<file path="config.mk">
export PLATFORM = sky130hd
export DESIGN_NAME = alu_issue_ctrl
export DESIGN_NICKNAME = d
export VERILOG_FILES = /design/src/rtl/alu_issue_ctrl.sv
export SDC_FILE = /design/constraint.sdc
export NUM_CORES = 1
export LEC_CHECK = 0
export BUFFER_PORTS_ARGS = -buffer_cell sky130_fd_sc_hd__buf_2
export CAP_MARGIN = 10
export CORE_ASPECT_RATIO = 1.2
export CORE_UTILIZATION = 30
export CTS_BUF_LIST = sky130_fd_sc_hd__clkbuf_8
export DETAILED_ROUTE_END_ITERATION = 10
export REMOVE_ABC_BUFFERS = 1
export SYNTH_ARGS = -nofsm -noshare
export SYNTH_HDL_FRONTEND = slang
export SYNTH_SLANG_ARGS = --single-unit
</file>
<file path="constraint.sdc">
create_clock -name clk -period 3.35 [get_ports clk]
set_clock_uncertainty 0.15 [all_clocks]
set_input_delay 0.335 -clock clk [delete_from_list [all_inputs] [get_ports clk]]
set_output_delay 0.335 -clock clk [all_outputs]
set_load 0.02 [all_outputs]
</file>
<file path="src/rtl/alu_issue_ctrl.sv">
// Issue side of an 8-bit ALU: accepts one instruction per handshake, reads operands from an
// internal 8x8 register file, holds them on the ALU for ALU_WAIT cycles, then writes back.
module alu_issue_ctrl #(
    parameter int unsigned ALU_WAIT = 1
) (
    input  logic        clk,
    input  logic        rst_n,
    input  logic [31:0] instr,
    input  logic        instr_valid,
    output logic        instr_ready,
    output logic [7:0]  alu_data1,
    output logic [7:0]  alu_data2,
    output logic [2:0]  alu_select,
    input  logic [7:0]  alu_result,
    output logic        wb_en,
    output logic [2:0]  wb_addr,
    output logic [7:0]  wb_data,
    output logic        illegal,
    input  logic [2:0]  dbg_addr,
    output logic [7:0]  dbg_data,
    output logic [1:0]  dbg_state
);

    localparam logic [1:0] IDLE = 2'd0;
    localparam logic [1:0] EXEC = 2'd1;
    localparam logic [1:0] WB   = 2'd2;
    localparam logic [1:0] ERR  = 2'd3;

    logic [1:0] state;
    logic [3:0] cnt;
    logic [2:0] dest_q;
    logic [7:0] regs [8];

    logic [7:0] opcode;
    logic [2:0] dest, src1, src2;
    logic [7:0] rd1, rd2;
    logic       dec_legal;
    logic [7:0] dec_d1, dec_d2;
    logic [2:0] dec_sel;
    logic       unused_fields;

    // Handshake: instr is consumed on a rising edge where instr_valid && instr_ready.
    // instr_ready depends only on state; the source holds instr stable until that edge.
    assign instr_ready = (state == IDLE);
    assign dbg_state   = state;
    assign dbg_data    = regs[dbg_addr];

    // Only the low 3 bits of each register field select a register.
    assign opcode        = instr[31:24];
    assign dest          = instr[18:16];
    assign src1          = instr[10:8];
    assign src2          = instr[2:0];
    assign unused_fields = ^{instr[23:19], instr[15:11]};
    assign rd1           = regs[src1];
    assign rd2           = regs[src2];

    always_comb begin
        dec_legal = 1'b1;
        dec_d1    = 8'd0;
        dec_d2    = 8'd0;
        dec_sel   = 3'b000;
        case (opcode)
            8'h00: dec_d2 = instr[7:0];
            8'h01: dec_d2 = rd2;
            8'h02: begin dec_d1 = rd1; dec_d2 = rd2;         dec_sel = 3'b001; end
            // Subtract is an add of the negated second operand.
            8'h03: begin dec_d1 = rd1; dec_d2 = 8'd0 - rd2;  dec_sel = 3'b001; end
            8'h04: begin dec_d1 = rd1; dec_d2 = rd2;         dec_sel = 3'b010; end
            8'h05: begin dec_d1 = rd1; dec_d2 = rd2;         dec_sel = 3'b011; end
            default: dec_legal = 1'b0;
        endcase
    end

    always_ff @(posedge clk or negedge rst_n) begin
        if (!rst_n) begin
            state      <= IDLE;
            cnt        <= 4'd0;
            dest_q     <= 3'd0;
            alu_data1  <= 8'd0;
            alu_data2  <= 8'd0;
            alu_select <= 3'b000;
            wb_en      <= 1'b0;
            wb_addr    <= 3'd0;
            wb_data    <= 8'd0;
            illegal    <= 1'b0;
            for (int i = 0; i < 8; i++) regs[i] <= 8'd0;
        end else begin
            wb_en   <= 1'b0;
            illegal <= 1'b0;
            case (state)
                IDLE: begin
                    if (instr_valid && instr_ready) begin
                        if (dec_legal) begin
                            alu_data1  <= dec_d1;
                            alu_data2  <= dec_d2;
                            alu_select <= dec_sel;
                            dest_q     <= dest;
                            cnt        <= 4'(ALU_WAIT - 1);
                            state      <= EXEC;
                        end else begin
                            illegal <= 1'b1;
                            state   <= ERR;
                        end
                    end
                end
                EXEC: begin
                    if (cnt == 4'd0) begin
                        regs[dest_q] <= alu_result;
                        wb_addr      <= dest_q;
                        wb_data      <= alu_result;
                        wb_en        <= 1'b1;
                        state        <= WB;
                    end else begin
                        cnt <= cnt - 4'd1;
                    end
                end
                WB:      state <= IDLE;
                ERR:     state <= IDLE;
                default: state <= IDLE;
            endcase
        end
    end

endmodule

</file>
* Word-level counts from Yosys, hierarchy flattened *
Cells that the tools add are included.

storage, ports and cells
  register bits after elaboration = 105
  input bits = 46
  output and inout bits = 43
  logic and storage cells = 85

operators by class
  $add $sub $neg = 2
  order comparisons = 5
  equal/unequal tests = 12
  mux-type cells = 29
  bitwise gates (word level) = 4
  reduce and logical (&&, ||, !) cells = 15

operator list
  kind                                                                          number
  8-bit binary-select mux with 3-bit select                                     3
  64-bit bitwise mux                                                            1
  8-bit 2-to-1 mux                                                              8
  8-bit demux with 3-bit select                                                 1
  8-bit case mux with 3 select lines                                            1
  8-bit by 2-bit equality test with 1-bit output, second input constant         2
  8-bit by 3-bit equality test with 1-bit output, second input constant         2
  4-bit greater-or-equal comparator, second input constant                      4
  3-bit inverter with 4-bit output                                              4
  4-bit 2-to-1 mux                                                              3
  2-bit case mux with 3 select lines                                            2
  8-bit by 1-bit equality test with 1-bit output, second input constant         1
  8-bit zero test                                                               1
  4-bit case mux with 2 select lines                                            1
  4-bit OR reduction                                                            2
  1-bit by 8-bit subtractor with 8-bit output, first input constant             1
  1-bit 2-to-1 mux                                                              6
  2-bit 2-to-1 mux                                                              3
  6-bit OR reduction                                                            1
  2-bit equality test, second input constant                                    2
  4-bit zero test                                                               1
  4-bit by 1-bit less-than comparator with 1-bit output, second input constant  1
  2-bit by 1-bit inequality test with 1-bit output, second input constant       2
  2-bit inequality test, second input constant                                  2
  9 further kinds                                                               12

* Logic depth before layout (Yosys ltp) *
  depth after elaboration = 6
  gate-level depth with buffers = 10

* Worst setup path before layout *
OpenSTA, ideal clock, no wires.

  kind = input-to-output
  start = input port dbg_addr[0]
  end = output port dbg_data[0]
  arrival time = 1.892 ns
  required time = 2.865 ns
  setup slack = 0.973 ns
  stages on the path = 4
  path buffers = 2
  cells stage by stage = clkbuf_1 -> buf_2 -> mux4_2 -> mux2_2

on the way
  word-level cells in the longest chain between the ends = 4

ends and longest elaborated chain
  element                                                 RTL line  text
  start, declared                                         19        input logic [2:0] dbg_addr,
  3-bit inverter with 4-bit output (implied by the code)  46        assign dbg_data = regs[dbg_addr];
  8-bit binary-select mux with 3-bit select               46
  8-bit 2-to-1 mux (implied by the code) (2 in series)    46
  end, declared                                           20        output logic [7:0] dbg_data,

Every way passes these cells. The select of a mux whose other input is x is not followed.

* Worst setup path in the final report *
  start = register cnt[0]
  end = register regs[43] (netlist bit)

on the way
  word-level cells in the longest chain between the ends = 2

ends and longest elaborated chain
  element                        RTL line  text
  start, declared                30        logic [3:0] cnt;
  start signal, assigned         98        cnt <= 4'(ALU_WAIT - 1);
  start signal, assigned         114       cnt <= cnt - 4'd1;
  4-bit zero test                107       if (cnt == 4'd0) begin
  2-bit AND reduction (no line)  --
  end signal, assigned by index  108       regs[dest_q] <= alu_result;
  end, declared                  32        logic [7:0] regs [8];

Every way passes these cells.
A chain may end at the register's enable or synchronous reset.

==> reports/qor.yml <==
status: "completed"
grt_pass1_wl_mm: 24.8
cts_root_buf: "clkbuf_8"
synth_area_mm2: 0.00594
synth_seq_area_share_pct: 43.8
clock_latency_ps: 370
r2r_start: "cnt[0]$_DFFE_PN0P_"
cp-endpoint: "regs[43]$_DFFE_PN0P_"
drv_slew: 0
via_per_inst: 5.24
drive_above_1_share_pct: 43.0
slew_headroom_pct: 53.7
tightest_slew_ps: 688
synth-edff-count: 0
p_clk_share_pct: 20.5
ys.flop_type: "dfrtp_1"
initial_core_util_pct: 30.5
clkTransAtPathRegs_ps: 100
first_pass_iters: 4
nets: 577
drt_iter0_markers: 352
seqPwrFrac_pct: 42.9
cts_max_path_buffers: 2
antenna_found_initial: 0
portBuffers: 77
synth-simple-area-share_pct: 10.7
cp_data_required_time_ps: 3460
ys_ff_latch: 104
cp-startpoint: "cnt[0]$_DFFE_PN0P_"
power.density_mw_per_mm2: 646
fmax_mhz: 383
htreeDepth: 3
synthArstFlopShare_pct: 100
power_frac_comb_pct: 36.6
globalplace.congestion: 0.817
rows: 56
fin_util_pct: 35.1
numClockSinks: 104
yosys.area_share.xor_xnor_pct: 0.737
synth_fa_ha_area_share_pct: 0.632
die_h_um: 156
syn_area_per_cell_um2: 13.0
wl_per_cell_um: 20.1
n_fill_cell: 1972
hp-class: "input pin to flop"
hpwlAfterDp_mm: 11.0
io-pin-count: 89
sw_frac_of_total_pct: 35.9
synth_top_family_by_area: "multiplexers"
grt_overflow: 0
grt_max_degree: 58
yosys_warnings: 0
area.growth.synth_to_final_pct: 15.0
via_count: 4162
power_switching_mw: 1.59
reg2reg_depth: 8
whs_ps: 29.9
drv_cap: 0
r2r_end: "regs[43]$_DFFE_PN0P_"
ir_worst_vdd_mv: 0.206
wl_mm: 15.9
endpoint_kind: "flop"
start_kind: "flop"
setup_violations: 0
multi_input_area_mm2: 0.00316
cp.arrival_ps: 2720
yosys-top-cells-area: "dfrtp_1, mux2_2, mux4_2"
ys_types: 59
ff_latch_area_mm2: 0.00260
regToRegSetupSlack_ps: 740
rsz0062_at_grt: "no"
p_leak_nw: 3.04
cts-buffers-inserted: 9
grt_pass1_vias: 4233
finalCritPeriodShare_pct: 78.0
fin_tns_setup_ps: 0
cts_tree: "built"
die_width_um: 130
grt.total_usage_pct: 16.4
synth_compound_area_share_pct: 5.33
cts_setup_buffers: 0
ant_nets: 0
hold_violations: 0
crit_fanout: 16
synth.most_common_cell: "dfrtp_1"
coreArea_mm2: 0.0195
synth_commonest_cells: "dfrtp_1, mux2_2, nand2_1"
dieArea_mm2: 0.0204
p_int_mw: 2.83
drcViolationCount: 0
synth_area_leader_cell: "dfrtp_1"
diodes: 0
synth_top_area_share_pct: 43.8
min_period_ps: 2610
critical_path_class: "flop to flop"
synthCells: 456
synth.mux.area_fraction_pct: 35.8
## registers in the layout, indices dropped and copies added (netlist names), 3 cells and up
register   count
alu_data1      8
alu_data2      8
cnt            4
dest_q         3
regs          64
wb_addr        3
wb_data        8
## placed cells by master (no fill, tap or decap), types with 3 or more instances in the layout
cell type	count
a21oi_1	10
a221oi_1	3
buf_2	76
buf_4	11
clkbuf_8	11
dfrtp_1	104
ha_1	3
inv_1	4
mux2_2	75
mux2i_1	14
mux4_1	12
mux4_2	36
nand2_1	62
nand3_1	5
nor2_1	19
nor3_1	8
o21ai_0	19
or3_1	3
xor2_1	3
## repair_timing
action | in CTS | in global routing
resized for setup | 0 | 0
endpoints found under the hold margin | 47 | 0
hold buffers | 1 | 0
## cell families (layout without fill, tap and decap cells)
kind of cell,Yosys count,in the layout
flip-flops,104,104
AO/OA/AOI/OAI,49,49
multiplexers,138,138
XOR/XNOR,5,5
other,1,1
adder cells (fa/ha/maj),3,3
AND/OR/NAND/NOR,123,123
buffers and inverters,33,110
## metrics by stage
stage               area [um^2]  worst slack [ps]  instances  total power [mW]
finish                     6830               738        794              4.42
global route               6830               607        794              4.69
CTS                        6830               750        794              4.45
detailed placement         6590               512        777              3.55
global placement           6590               528        777              3.47
floorplan                  5780               737        428              2.96
## worst max-delay path: stages (launching register included)
cell	delay, ps
dfrtp_1	430
inv_1	100
ha_1	140
nor3b_1	380
nand2b_1	170
buf_4	260
nor4b_4	270
buf_4	240
mux2_2	350
## power groups by stage
stage	clock (mW)	sequential, mW	combinational, mW
floorplan	0	1.99	0.966
global placement	0	1.88	1.59
detailed placement	0	1.92	1.63
CTS	0.925	1.89	1.64
global route	0.976	1.95	1.76
finish	0.904	1.90	1.62
## area by class of cell
class / instances / share of cell area, %
Inverter: 5 / 0.275
Multi-Input combinational cell: 319 / 46.3
Timing Repair Buffer: 89 / 7.21
Clock inverter: 5 / 1.17
Tap cell: 261 / 4.78
Sequential cell: 104 / 38.1
Clock buffer: 11 / 2.22
## per-layer routing
| metal | global-route usage (%) | part of all wire [%] |
|---|---|---|
| met2 | 29.0 | 52 |
| met5 | 0 | 0 |
| met4 | 3.83 | 1.1 |
| met3 | 2.47 | 4.7 |
| met1 | 20.8 | 42 |
## worst min path at each step
stage                                          end  slack (ps)  depth (start not counted)      start
final                        dest_q[0]$_DFFE_PN0P_          30                          3  instr[16]
after global routing         dest_q[0]$_DFFE_PN0P_          20                          3  instr[16]
after floorplan           alu_data1[0]$_DFFE_PN0P_        -110                          0      rst_n
after global placement    dbg_state[0]$_DFFE_PN0P_         260                          1      rst_n
after detailed placement  dbg_state[0]$_DFFE_PN0P_         260                          1      rst_n
after CTS                    dest_q[0]$_DFFE_PN0P_          10                          3  instr[16]
(Power assumes the default switching activity.)
